<file path="src/rtl/fetch_unit.sv">
// Instruction fetch sequencer: owns the PC, runs req/ack to instruction memory,
// presents one word per instruction to the decoder and traps misaligned redirects.
module fetch_unit #(
  parameter logic [31:0] RESET_PC = 32'h0000_0000,
  parameter logic [31:0] PC_STEP  = 32'd4
) (
  input  logic        clk,
  input  logic        nRst,
  output logic        mem_req,
  output logic [31:0] mem_addr,
  input  logic        mem_ack,
  input  logic [31:0] mem_rdata,
  output logic [31:0] instr,
  output logic        instr_valid,
  output logic [31:0] pc,
  input  logic        stall,
  input  logic        branch_taken,
  input  logic [31:0] branch_target,
  output logic        fault
);

  typedef enum logic [1:0] {FETCH, HOLD, FAULT} state_e;

  localparam logic [31:0] NOP = 32'h0000_0013;

  state_e      state_q, state_d;
  logic [31:0] fetch_addr_q, fetch_addr_d;
  logic [31:0] instr_q, instr_d;
  logic [31:0] pc_q, pc_d;
  logic        instr_valid_q, instr_valid_d;
  logic        fault_q, fault_d;
  logic        mem_req_q, mem_req_d;

  always_comb begin
    state_d       = state_q;
    fetch_addr_d  = fetch_addr_q;
    instr_d       = instr_q;
    pc_d          = pc_q;
    instr_valid_d = instr_valid_q;
    fault_d       = fault_q;
    case (state_q)
      FETCH: begin
        // An ack only counts against a request we are actually driving, so an
        // ack left over from before reset is dropped on the first FETCH cycle.
        if (mem_req_q && mem_ack) begin
          instr_d       = mem_rdata;
          pc_d          = fetch_addr_q;
          instr_valid_d = 1'b1;
          state_d       = HOLD;
        end
      end
      HOLD: begin
        if (!stall) begin
          instr_valid_d = 1'b0;
          if (!branch_taken) begin
            fetch_addr_d = pc_q + PC_STEP;
            state_d      = FETCH;
          end else if (branch_target[1:0] != 2'b00) begin
            fault_d = 1'b1;
            state_d = FAULT;
          end else begin
            fetch_addr_d = branch_target;
            state_d      = FETCH;
          end
        end
      end
      FAULT:   state_d = FAULT;
      default: state_d = FAULT;
    endcase
  end

  // Request is registered from the next state, keeping inputs off mem_req/mem_addr.
  always_comb mem_req_d = (state_d == FETCH);

  always_ff @(posedge clk or negedge nRst) begin
    if (!nRst) begin
      state_q       <= FETCH;
      fetch_addr_q  <= RESET_PC;
      instr_q       <= NOP;
      pc_q          <= RESET_PC;
      instr_valid_q <= 1'b0;
      fault_q       <= 1'b0;
      mem_req_q     <= 1'b0;
    end else begin
      state_q       <= state_d;
      fetch_addr_q  <= fetch_addr_d;
      instr_q       <= instr_d;
      pc_q          <= pc_d;
      instr_valid_q <= instr_valid_d;
      fault_q       <= fault_d;
      mem_req_q     <= mem_req_d;
    end
  end

  assign mem_req     = mem_req_q;
  assign mem_addr    = fetch_addr_q;
  assign instr       = instr_q;
  assign instr_valid = instr_valid_q;
  assign pc          = pc_q;
  assign fault       = fault_q;

endmodule

</file>
<file path="config.mk">
export PLATFORM = sky130hd
export DESIGN_NAME = fetch_unit
export DESIGN_NICKNAME = d
export VERILOG_FILES = /design/src/rtl/fetch_unit.sv
export SDC_FILE = /design/constraint.sdc
export NUM_CORES = 1
export LEC_CHECK = 0
export BUFFER_PORTS_ARGS = -buffer_cell sky130_fd_sc_hd__buf_2
export CAP_MARGIN = 20
export CORE_ASPECT_RATIO = 1.2
export CORE_MARGIN = 2
export CORE_UTILIZATION = 45
export CTS_CLUSTER_SIZE = 30
export DETAILED_ROUTE_END_ITERATION = 10
export PLACE_DENSITY = 0.77
export SETUP_SLACK_MARGIN = 0.15
export SKIP_CTS_REPAIR_TIMING = 1
export SYNTH_ARGS = -nofsm -noshare
export SYNTH_HDL_FRONTEND = slang
export SYNTH_SLANG_ARGS = --single-unit
</file>
<file path="constraint.sdc">
create_clock -name clk -period 1.67 [get_ports clk]
set_input_delay 0.334 -clock clk [delete_from_list [all_inputs] [get_ports clk]]
set_output_delay 0.334 -clock clk [all_outputs]
set_load 0.02 [all_outputs]
</file>
==> impl_metrics.env <==
export IMPL_portBuffers=167
export IMPL_grt_pass1_vias=3984
export IMPL_nFillCells=768
export IMPL_r2r_end="mem_addr[22]$_DFFE_PN0P_"
export IMPL_finish_instance_area_um2=6530
export IMPL_final_antenna_net_count=0
export IMPL_synth_seq_area_share_pct=55.3
export IMPL_crit_start="pc[2]$_DFFE_PN0P_"
export IMPL_hold_class="primary input to flop"
export IMPL_grt_max_degree=38
export IMPL_crit_end="mem_addr[22]$_DFFE_PN0P_"
export IMPL_ys_warn_count=0
export IMPL_grt_first_pass_wirelength_um=19600
export IMPL_cp_cell_sequence="ha_4 > nand4_1 > nor3_2 > buf_6 > nand4_1 > xor2_1 > o22ai_1"
export IMPL_gr_total_overflow=0
export IMPL_num_vias=3909
export IMPL_total_power_uw=4960
export IMPL_firstDrtPassIters=5
export IMPL_status="finished, final reports clean"
export IMPL_die_width_um=96.0
export IMPL_ir_worst_vdd_uv=500
export IMPL_cts_root_buf="clkbuf_16"
export IMPL_intPower_uw=3930
export IMPL_cp_num_cells=7
export IMPL_crit_fanout=11
export IMPL_drv_cap=0
export IMPL_synth_fp_nets=453
export IMPL_worstPathRequired_ps=1930
export IMPL_drt_iter0_markers=232
export IMPL_netlist_area_um2=4570
export IMPL_synth_edf_count=0
export IMPL_drive_gt1_share_pct=58.2
export IMPL_numClockSinks=101
export IMPL_wirelength_um=13500
export IMPL_dpl_cell_count=683
export IMPL_wl_per_cell_um=18.8
export IMPL_period_needed_ps=1620
export IMPL_startpoint_type="flop"
export IMPL_rsz0062_at_grt="true"
export IMPL_syn_area_per_cell_um2=11.9
export IMPL_core_area_um2=9960
export IMPL_initial_core_util_pct=45.9
export IMPL_synthCells=383
export IMPL_synthArstFlopShare_pct=100
export IMPL_row_count=40
export IMPL_nets=656
export IMPL_sw_frac_of_total_pct=20.8
export IMPL_post_route_drc_count=0
export IMPL_critPathKind="flop to flop"
export IMPL_setup_viol=0
export IMPL_p_switching_uw=1030
export IMPL_cp_buffers_inverters=1
export IMPL_detailed_place_hpwl_um=8710
export IMPL_routabilityCongestion=0.855
export IMPL_grt_usage_pct=23.1
export IMPL_slowest_delay_ps=430
export IMPL_cts_tree="built"
export IMPL_synth_top_cells_by_count="98 x dfrtp_1, 62 x mux2_2, 27 x nor2_1"
export IMPL_instances_no_fill=717
export IMPL_die_h_um=114
export IMPL_ys_seq_elements=101
export IMPL_diodes=0
export IMPL_path_delay_family="flip-flops"
export IMPL_pwr_share_comb_pct=3.8
export IMPL_p_leak_uw=0.00343
export IMPL_postPlaceCellArea_um2=5780
export IMPL_cp_common_cell="nand4_1"
export IMPL_tightest_slew_ps=396
export IMPL_powerDensity_nw_per_um2=760
export IMPL_end_kind="flop"
export IMPL_syn2layout_area_growth_pct=42.8
export IMPL_fin_skew_ps=8.40
export IMPL_slowest_stage="dfrtp_2"
export IMPL_yosysTopAreaCellShare_pct=53.6
export IMPL_finalCritPeriodShare_pct=97.2
export IMPL_insertion_delay_ps=340
export IMPL_r2r_setup_slack_ps=50
export IMPL_numCtsBuffers=9
export IMPL_num_io_pins=168
export IMPL_fin_util_pct=65.6
export IMPL_clkTransAtPathRegs_ps=70
export IMPL_holdPathStages=2
export IMPL_die_area_um2=11000
export IMPL_worstPathArrival_ps=1880
export IMPL_synth_area_leaders="dfrtp_1 54%, mux2_2 15%, xor2_1 3.3%"
export IMPL_hold_viol_final=0
export IMPL_rr_worst_depth=7
export IMPL_antenna_found_initial=0
export IMPL_p_seq_share_pct=49.3
export IMPL_fin_tns_setup_ps=0
export IMPL_cts_max_level=3
export IMPL_clkPwrFrac_pct=46.9
export IMPL_synth_ff_type="dfrtp_1"
export IMPL_synth_cell_type_count=41
export IMPL_cts_max_path_buffers=2
export IMPL_viasPerCell=5.45
export IMPL_max_freq_mhz=616
export IMPL_maxSlewHeadroom_pct=73.6
export IMPL_final_max_slew_viol_count=0
export IMPL_yosysMostFrequentCell="dfrtp_1"
export IMPL_netlist_top_cell_by_area="dfrtp_1"
export IMPL_rr_startpoint="pc[2]$_DFFE_PN0P_"
## layout make-up
type,count,area [um^2],area share [%]
inverter,4,15.0,0.230
multi-input combinational,257,2070,31.7
tap,126,158,2.41
clock buffer,11,253,3.87
sequential,101,2560,39.2
timing repair buffer,213,1400,21.4
clock inverter,5,81.3,1.25
## sequential cells by signal, indices dropped and copies added (netlist names)
register     count
state_q          2
instr_valid      1
instr           32
pc              32
fault            1
mem_req          1
mem_addr        32
## logic make-up (layout without fill, tap and decap cells)
kind of cell | Yosys count | after routing | share of synthesized area, %
fa+ha+maj | 1 | 1 | 0.273
mux | 64 | 64 | 15.7
flops | 101 | 101 | 55.3
simple gates | 97 | 97 | 11.7
compound gates | 69 | 69 | 9.11
buf+inv | 25 | 233 | 2.87
xor+xnor | 26 | 26 | 4.98
## power by group through the flow
stage	registers [uW]	logic, uW	clock network (uW)
finish	2440	190	2330
global route	2440	211	2440
detailed placement	2490	187	0
floorplan	2490	23.8	0
CTS	2440	188	2350
global placement	2490	181	0
## through the flow
stage / hold slack, ps / worst slack (ps)
after floorplan: 38.4 / 91.2
after global placement: 276 / 111
after detailed placement: 279 / 47.9
after CTS: -88.6 / 2.97
after global routing: 214 / -67.0
final: 219 / 46.5
## worst min-delay path by stage
stage	from	slack [ps]	end
after floorplan	nRst	40	fault$_DFFE_PN0P_
after global placement	nRst	280	instr[8]$_DFFE_PN0P_
after detailed placement	nRst	280	instr[8]$_DFFE_PN0P_
after CTS	nRst	-90	mem_addr[4]$_DFFE_PN0P_
after global routing	mem_rdata[15]	210	instr[15]$_DFFE_PN0P_
final	mem_rdata[16]	220	instr[16]$_DFFE_PN0P_
## cell usage in the layout, fill, tap and decap left out, types with 3 or more instances in the layout
cell / instances
a21o_1: 3
a21oi_1: 20
and3_1: 6
buf_12: 6
buf_2: 166
buf_4: 27
buf_6: 7
clkbuf_16: 13
dfrtp_1: 77
dfrtp_2: 21
dfstp_2: 3
inv_1: 3
mux2_2: 55
mux2_4: 7
nand2_1: 19
nand3_1: 12
nand3_2: 4
nand3_4: 3
nand4_1: 10
nor2_1: 26
nor4_4: 4
o211ai_1: 3
o21ai_0: 17
o22ai_1: 15
xnor2_1: 7
xor2_1: 17
## layer usage
| layer | wire length [um] | global-route usage (%) |
|---|---|---|
| met3 | 1040 | 5.60 |
| met2 | 7000 | 38.8 |
| met1 | 5240 | 29.2 |
| met4 | 228 | 7.52 |
| met5 | 0 | 0 |
Note: power is estimated with default switching activity, not from simulation.
